## config.mk

```make
export PLATFORM = sky130hd
export DESIGN_NAME = lmsm_sequencer
export DESIGN_NICKNAME = d
export VERILOG_FILES = /design/src/rtl/lmsm_sequencer.sv
export SDC_FILE = /design/constraint.sdc
export NUM_CORES = 1
export LEC_CHECK = 0
export ABC_AREA = 1
export ABC_CLOCK_PERIOD_IN_PS = 4700
export BUFFER_PORTS_ARGS = -buffer_cell sky130_fd_sc_hd__buf_2
export CORE_ASPECT_RATIO = 1.2
export CORE_MARGIN = 1
export CORE_UTILIZATION = 58
export CTS_CLUSTER_DIAMETER = 100
export DETAILED_ROUTE_END_ITERATION = 7
export GPL_ROUTABILITY_DRIVEN = 0
export GPL_TIMING_DRIVEN = 0
export PLACE_DENSITY = 0.84
export SLEW_MARGIN = 20
export SYNTH_ARGS = -nofsm -noshare
export SYNTH_HDL_FRONTEND = slang
export SYNTH_SLANG_ARGS = --single-unit
```

## constraint.sdc

```tcl
create_clock -name clk -period 4.7 [get_ports clk]
set_input_delay 0.235 -clock clk [delete_from_list [all_inputs] [get_ports clk]]
set_output_delay 0.235 -clock clk [all_outputs]
set_load 0.005 [all_outputs]
```

## src/rtl/lmsm_sequencer.sv

```systemverilog
// LM/SM micro-op sequencer.
// Ordinary instructions pass to the decoder one cycle after acceptance. A
// load-multiple (LM) or store-multiple (SM) is expanded into one LW or SW
// micro-op per set bit of its register list. The micro-ops are issued in
// ascending register order, one per non-stalled cycle. Each micro-op carries
// its transfer index in imm6. busy_out tells fetch to hold inst_in until the
// expansion is complete.
module lmsm_sequencer (
  input  logic        clk,
  input  logic        rst_n,
  input  logic [15:0] inst_in,
  input  logic        stall_in,
  input  logic        flush,
  output logic [15:0] inst_out,
  output logic        busy_out,
  output logic        seq_active,
  output logic        seq_last
);

  localparam logic [0:0] ST_PASS = 1'b0;
  localparam logic [0:0] ST_SEQ  = 1'b1;

  localparam logic [3:0] OP_LW = 4'b0100;
  localparam logic [3:0] OP_SW = 4'b0101;
  localparam logic [3:0] OP_LM = 4'b0110;
  localparam logic [3:0] OP_SM = 4'b0111;

  logic [0:0]  state_q,      state_d;
  logic [7:0]  list_q,       list_d;
  logic [2:0]  count_q,      count_d;
  logic [2:0]  base_q,       base_d;
  logic        is_lm_q,      is_lm_d;
  logic [15:0] inst_out_q,   inst_out_d;
  logic        busy_q,       busy_d;
  logic        seq_active_q, seq_active_d;
  logic        seq_last_q,   seq_last_d;

  logic [3:0]  opcode;
  logic        is_multi;
  logic [7:0]  src_list;
  logic [2:0]  src_base;
  logic        src_lm;
  logic [2:0]  src_cnt;
  logic [2:0]  pick_idx;
  logic [7:0]  rem_list;
  logic [15:0] uop;

  assign opcode   = inst_in[15:12];
  assign is_multi = (opcode == OP_LM) || (opcode == OP_SM);

  // Returns the index of the lowest set bit; the result is don't-care for an all-zero list.
  function automatic logic [2:0] lowest_set(input logic [7:0] v);
    logic [2:0] idx;
    logic       found;
    idx   = '0;
    found = 1'b0;
    for (int unsigned i = 0; i < 8; i++) begin
      if (v[i] && !found) begin
        idx   = 3'(i);
        found = 1'b1;
      end
    end
    return idx;
  endfunction

  // The first micro-op is built directly from inst_in on the accepting edge.
  // Later micro-ops are built from the captured list and count.
  always_comb begin
    if (state_q == ST_SEQ) begin
      src_list = list_q;
      src_base = base_q;
      src_lm   = is_lm_q;
      src_cnt  = count_q;
    end else begin
      src_list = inst_in[7:0];
      src_base = inst_in[11:9];
      src_lm   = (opcode == OP_LM);
      src_cnt  = '0;
    end
    pick_idx = lowest_set(src_list);
    rem_list = src_list & ~(8'b1 << pick_idx);
    uop      = {(src_lm ? OP_LW : OP_SW), pick_idx, src_base, 3'b000, src_cnt};
  end

  // Next-state logic: flush beats stall, and stall holds everything.
  always_comb begin
    state_d      = state_q;
    list_d       = list_q;
    count_d      = count_q;
    base_d       = base_q;
    is_lm_d      = is_lm_q;
    inst_out_d   = inst_out_q;
    busy_d       = busy_q;
    seq_active_d = seq_active_q;
    seq_last_d   = seq_last_q;

    if (flush) begin
      state_d      = ST_PASS;
      list_d       = '0;
      count_d      = '0;
      inst_out_d   = '0;
      busy_d       = 1'b0;
      seq_active_d = 1'b0;
      seq_last_d   = 1'b0;
    end else if (!stall_in) begin
      if ((state_q == ST_PASS) && !is_multi) begin
        inst_out_d   = inst_in;
        seq_active_d = 1'b0;
        seq_last_d   = 1'b0;
        busy_d       = 1'b0;
      end else if ((state_q == ST_PASS) && (inst_in[7:0] == 8'h00)) begin
        // An empty register list degenerates to a bubble.
        inst_out_d   = '0;
        seq_active_d = 1'b0;
        seq_last_d   = 1'b0;
        busy_d       = 1'b0;
      end else begin
        inst_out_d   = uop;
        seq_active_d = 1'b1;
        base_d       = src_base;
        is_lm_d      = src_lm;
        list_d       = rem_list;
        count_d      = src_cnt + 3'd1;
        if (rem_list != 8'h00) begin
          state_d    = ST_SEQ;
          busy_d     = 1'b1;
          seq_last_d = 1'b0;
        end else begin
          state_d    = ST_PASS;
          busy_d     = 1'b0;
          seq_last_d = 1'b1;
        end
      end
    end
  end

  // State and output registers with asynchronous active-low reset.
  always_ff @(posedge clk or negedge rst_n) begin
    if (!rst_n) begin
      state_q      <= ST_PASS;
      list_q       <= '0;
      count_q      <= '0;
      base_q       <= '0;
      is_lm_q      <= 1'b0;
      inst_out_q   <= '0;
      busy_q       <= 1'b0;
      seq_active_q <= 1'b0;
      seq_last_q   <= 1'b0;
    end else begin
      state_q      <= state_d;
      list_q       <= list_d;
      count_q      <= count_d;
      base_q       <= base_d;
      is_lm_q      <= is_lm_d;
      inst_out_q   <= inst_out_d;
      busy_q       <= busy_d;
      seq_active_q <= seq_active_d;
      seq_last_q   <= seq_last_d;
    end
  end

  assign inst_out   = inst_out_q;
  assign busy_out   = busy_q;
  assign seq_active = seq_active_q;
  assign seq_last   = seq_last_q;

endmodule
```

After elaboration in Yosys (flattened, before gate mapping)
Cells that the tools add are included.
{"block": "op_classes", "bitwise_logic": 7, "eq_ne": 5, "mux": 49, "n_shift": 1, "reduce_logical": 22, "n_mul": 0, "n_lt_le_gt_ge": 0, "addsub": 1, "n_div": 0}
{"op": "$mux W16", "n": 3}
{"op": "$mux W8", "n": 5}
{"op": "$mux W3", "n": 12}
{"op": "$mux W1", "n": 28}
{"op": "$mux W15", "n": 1}
{"op": "$logic_and A1 B1 Y1", "n": 9}
{"op": "$and A8 B8 Y8", "n": 1}
{"op": "$eq A4 B3 Y1 const B", "n": 2}
{"op": "$logic_not A1 Y1", "n": 8}
{"op": "$logic_not A8 Y1", "n": 1}
{"op": "$not A8 Y8", "n": 1}
{"op": "$reduce_bool A8 Y1", "n": 1}
{"op": "$shl A1 B3 Y8 const A", "n": 1}
{"op": "$not A1 Y1", "n": 5}
{"op": "$ne A2 B2 Y1 const B", "n": 2}
{"op": "$reduce_and A4 Y1", "n": 1}
{"op": "$add A3 B1 Y3 const B", "n": 1}
{"op": "$reduce_and A3 Y1", "n": 1}
{"op": "$ne A2 B1 Y1 const B", "n": 1}
{"op": "$logic_or A1 B1 Y1", "n": 1}
{"block": "word_totals", "mem_bits_rw": 0, "register_bits": 35, "input_bits": 20, "mem_bits_ro": 0, "memories": 0, "latch_bits": 0}

Longest topological paths before layout
{"block": "depth", "word_depth": 32, "ltp_mapped": 12, "ltp_nobuf": 11}

Least setup slack after synthesis
Ideal clock, no wire load.
{"block": "synth_path", "path_kind": "flip-flop to flip-flop", "start": "reg state_q", "end": "reg busy_q (netlist: busy_out)", "synth_period_minus_slack_ns": 1.490, "t_required_ns": 4.582, "t_arrival_ns": 1.373, "path_stages_with_launch": 10, "setup_slack_ns": 3.210, "setup_time_ns": 0.118, "path_cell_list": "dfrtp_1 > buf_4 > o21ai_0 > nand2_1 > inv_1 > nand4_1 > nand2_1 > nand4_2 > nand2_1 > nand2_1"}
{"block": "synth_via", "elab_chain_cells": 32, "elab_cells_between_ends": 41, "cone_classes": "shift (1); mux (20); bitwise (3); reduce/logical (17)"}
{"element": "from (decl)", "line_no": "28", "rtl": "logic [0:0] state_q, state_d;"}
{"element": "from (signal assigned)", "line_no": "150", "rtl": "state_q <= state_d;"}
{"element": "$mux W8", "line_no": "69", "rtl": "if (state_q == ST_SEQ) begin"}
{"element": "$mux W1", "line_no": "58", "rtl": "if (v[i] && !found) begin"}
{"element": "$logic_not A1 Y1", "line_no": "58"}
{"element": "$logic_and A1 B1 Y1", "line_no": "58"}
{"element": "$mux W1", "line_no": "58"}
{"element": "$logic_not A1 Y1", "line_no": "58"}
{"element": "$logic_and A1 B1 Y1", "line_no": "58"}
{"element": "$mux W1", "line_no": "58"}
{"element": "[16 not listed]"}
{"element": "$not A8 Y8", "line_no": "81", "rtl": "rem_list = src_list & ~(8'b1 << pick_idx);"}
{"element": "$and A8 B8 Y8", "line_no": "81"}
{"element": "$reduce_bool A8 Y1", "line_no": "124", "rtl": "if (rem_list != 8'h00) begin"}
{"element": "$mux W1", "line_no": "124"}
{"element": "$mux W1", "line_no": "111", "rtl": "end else if ((state_q == ST_PASS) && (inst_in[7:0] == 8'h00)) begin"}
{"element": "$mux W1 (*)", "line_no": "106", "rtl": "if ((state_q == ST_PASS) && !is_multi) begin"}
{"element": "$mux W1 (*)", "line_no": "105", "rtl": "end else if (!stall_in) begin"}
{"element": "$mux W1 (*)", "line_no": "97", "rtl": "if (flush) begin"}
{"element": "to (signal assigned)", "line_no": "156", "rtl": "busy_q <= busy_d;"}
{"element": "to (decl)", "line_no": "34", "rtl": "logic busy_q, busy_d;"}
Every way passes the cells marked *; elsewhere a longest branch is shown, timed or not. The select of a mux whose other input is x is not followed.
A chain may end at the register's enable or synchronous reset.

Worst setup path after layout
{"block": "layout_path", "start": "reg state_q", "end": "reg base_q[1]"}
{"block": "layout_via", "elab_chain_cells": 4, "elab_cells_between_ends": 7, "cone_classes": "mux (1); bitwise (3); reduce/logical (3)"}
{"element": "$not A1 Y1", "line_no": "106, 111"}
{"element": "$logic_and A1 B1 Y1 (on tied branches)", "line_no": "111, 106"}
{"element": "$not A1 Y1 (no source line)"}
{"element": "$reduce_and A4 Y1 (no source line)"}
{"element": "to (signal assigned)", "line_no": "153", "rtl": "base_q <= base_d;"}
{"element": "to (decl)", "line_no": "31", "rtl": "logic [2:0] base_q, base_d;"}
Parallel ways exist; a longest one is shown, timed or not.

==> results.yml <==
sta:
  finalCritPeriodShare_pct: 39.17
  setup_ws_ps: 2859
  setup_viol: 0
  hold_viol: 0
  fmax_ghz: 0.5432
  rsz0062_at_grt: "no"
  max-slew-margin-rel_pct: 49.92
  fin_tns_setup_ps: 0
  skew_ps: 13.93
  worstMarginPinSlew_ps: 751.2
  slew_violations: 0
  period_minus_slack_ps: 1841
floorplan:
  die_x_um: 53.34
  coreArea_mm2: 0.003028
  die-height_um: 63.61
  ioPinCount: 39
  fp-row-count: 22
  start_util_pct: 60.58
  dieArea_mm2: 0.003392
global_routing:
  grt_overflow: 0
  grt.total_usage_pct: 30.88
  grt_max_degree: 36
  grt_pass1_vias: 1651
  grt_pass1_wl_um: 7486
  antenna_found_initial: 0
layout:
  antenna_cells: 0
  syn_to_final_growth_pct: 16.10
  drive_gt1_share_pct: 24.10
  fill_cells: 258
  final_nets: 298
logic_synthesis:
  synth_fp_nets: 252
  synth_top_area_share_pct: 47.75
  syn_avg_cell_area_um2: 7.941
  synth.area.top_cells: "dfrtp_1 48%, nand2_1 15%, o21ai_0 6.3%, inv_1 6.1%, nand3_1 2.7%"
  synthArstFlopShare_pct: 100.0
  synth_edf_count: 0
  ys_seq_area_share_pct: 47.75
  yosysMostFrequentCell: "nand2_1"
  synthCells: 231
  ys_ff_latch: 35
  synth_ff_type: "dfrtp_1"
  synth_top_cells_by_count: "74 x nand2_1, 35 x dfrtp_1, 30 x inv_1"
  ys.warnings.count: 0
  synthDistinctLibCells: 32
  synth_top_area_cell: "dfrtp_1"
  netlist_area_mm2: 0.001834
pwr:
  p_leak_uw: 0.001183
  ir_worst_vdd_uv: 247.8
  power_density_mw_per_mm2: 287.1
  p_total_uw: 611.4
clocking:
  cts_buffer_depth: 2
  tritoncts: "yes"
  clkSinkCount: 35
  cts_htree_levels: 2
  root_buffer: "clkbuf_4"
  post-cts-setup-buffer-count: 0
  cts_made_buffers: 5
  clock_latency_ps: 350
  path_clk_slew_ps: 110
placed_design:
  port-buffer-count: 38
  pre_cts_slack_ps: 2918
  place.detailed.hpwl_um: 3257
routing:
  final_antenna_net_count: 0
  dr.pass1.iters: 4
  wirelength_um: 4331
  highest_layer: "met4"
  routedWlPerCell_um: 13.79
  wl_met1_um: 1825
  route.met3.wl_um: 290
  drcViolationCount: 0
  vias: 1713
  vias_per_cell: 5.455
  drtIter0Drc: 70
  met2RoutedLength_um: 2138
setup_path:
  startpoint_type: "flip-flop"
  end_kind: "flip-flop"
  required_ps: 4920
  arrival_ps: 2060
  crit_type: "reg2reg"
  crit_fanout: 10
hold_path:
  hp-class: "in2reg"
job:
  drv_cap: 0
outcome:
  status: "complete, no violations"
-- sequential cells by signal, indices dropped and copies added, names as in the netlist --
register    count
seq_last        1
count_q         3
list_q          8
base_q          3
is_lm_q         1
busy_out        1
seq_active      1
state_q         1
inst_out       16
-- final timing paths --
check,startpoint,end,slack (ps),cells after the start
setup / recovery,state_q,base_q[1],2860,7
hold / removal,inst_in[8],inst_out[8],140,3
setup reg to reg,state_q,base_q[1],2860,7
hold reg to reg,count_q[1],count_q[1],480,2
max in group asynchronous,rst_n,inst_out[1],3730,2
min in group asynchronous,rst_n,inst_out[9],480,2
-- worst max-delay path, cell delays in order (launching register included) --
cell and delay [ps]:
dfrtp_1 480, nor2_1 450, nor2_2 150, nand2_2 150
inv_1 70, buf_4 180, o211ai_1 120, o21ai_0 140
-- cell families after synthesis --
group	Yosys count	share of synthesized area, %
simple gates	112	27.49
flops	35	47.75
compound gates	43	14.67
fa+ha+maj	1	0.6820
buf+inv	39	8.936
xor+xnor	1	0.4776
-- through the flow --
stage                     std cells  utilization, %  instance area, um^2  hold WS (ps)
final                           314           70.33                 2130         136.7
after global routing            314           70.33                 2130         146.7
after CTS                       314           70.33                 2130         134.9
after detailed placement        305           68.35                 2069         343.7
after global placement          305           68.35                 2069         338.6
after floorplan                 231               -                 1834        -60.59
-- per-layer routing --
metal	vias to the layer above	global-route usage (%)
met5	-	0
met4	0	13.49
met3	8	10.63
met2	74	48.13
met1	790	37.60
li1	841	-
-- where the power goes --
part / switching [uW] / internal (uW) / total, uW / leakage, uW
registers: 11.6 / 324 / 336 / 0.000471
clock network: 97.7 / 58.3 / 156 / 0.0000293
logic: 77.8 / 41.9 / 120 / 0.000682
total: 187 / 424 / 611 / 0.00118
-- final cells by class --
| class | instances | area (um^2) | share of cell area (%) |
|---|---|---|---|
| Buffer | 7 | 43.79 | 2.056 |
| Clock buffer | 7 | 45.04 | 2.115 |
| Clock inverter | 1 | 5.005 | 0.2350 |
| Inverter | 32 | 120.1 | 5.640 |
| Multi-Input combinational cell | 157 | 794.5 | 37.31 |
| Sequential cell | 35 | 875.8 | 41.13 |
| Tap cell | 36 | 45.04 | 2.115 |
| Timing Repair Buffer | 39 | 200.2 | 9.401 |
-- what timing repair did --
item                      CTS  global route
hold buffers                1             0
gates resized for setup     0             0
hold endpoints to repair   35             0
-- cells in the final DEF, fill, tap and decap left out, drive strengths merged --
cell type | netlist | layout
ha | 1 | 1
clkinv | 0 | 1
nor3 | 2 | 2
dlygate4sd3 | 0 | 1
xor2 | 1 | 1
o21ai | 28 | 28
o21bai | 1 | 1
nor2 | 12 | 12
inv | 32 | 32
a32o | 1 | 1
or2 | 1 | 1
a21oi | 3 | 3
buf | 5 | 43
nand2 | 81 | 81
nand3 | 11 | 11
clkbuf | 2 | 9
nand4 | 4 | 4
o22ai | 2 | 2
o211ai | 4 | 4
nor3b | 1 | 1
o221ai | 4 | 4
dfrtp | 35 | 35
No activity file was read; power rests on OpenSTA's default activity.
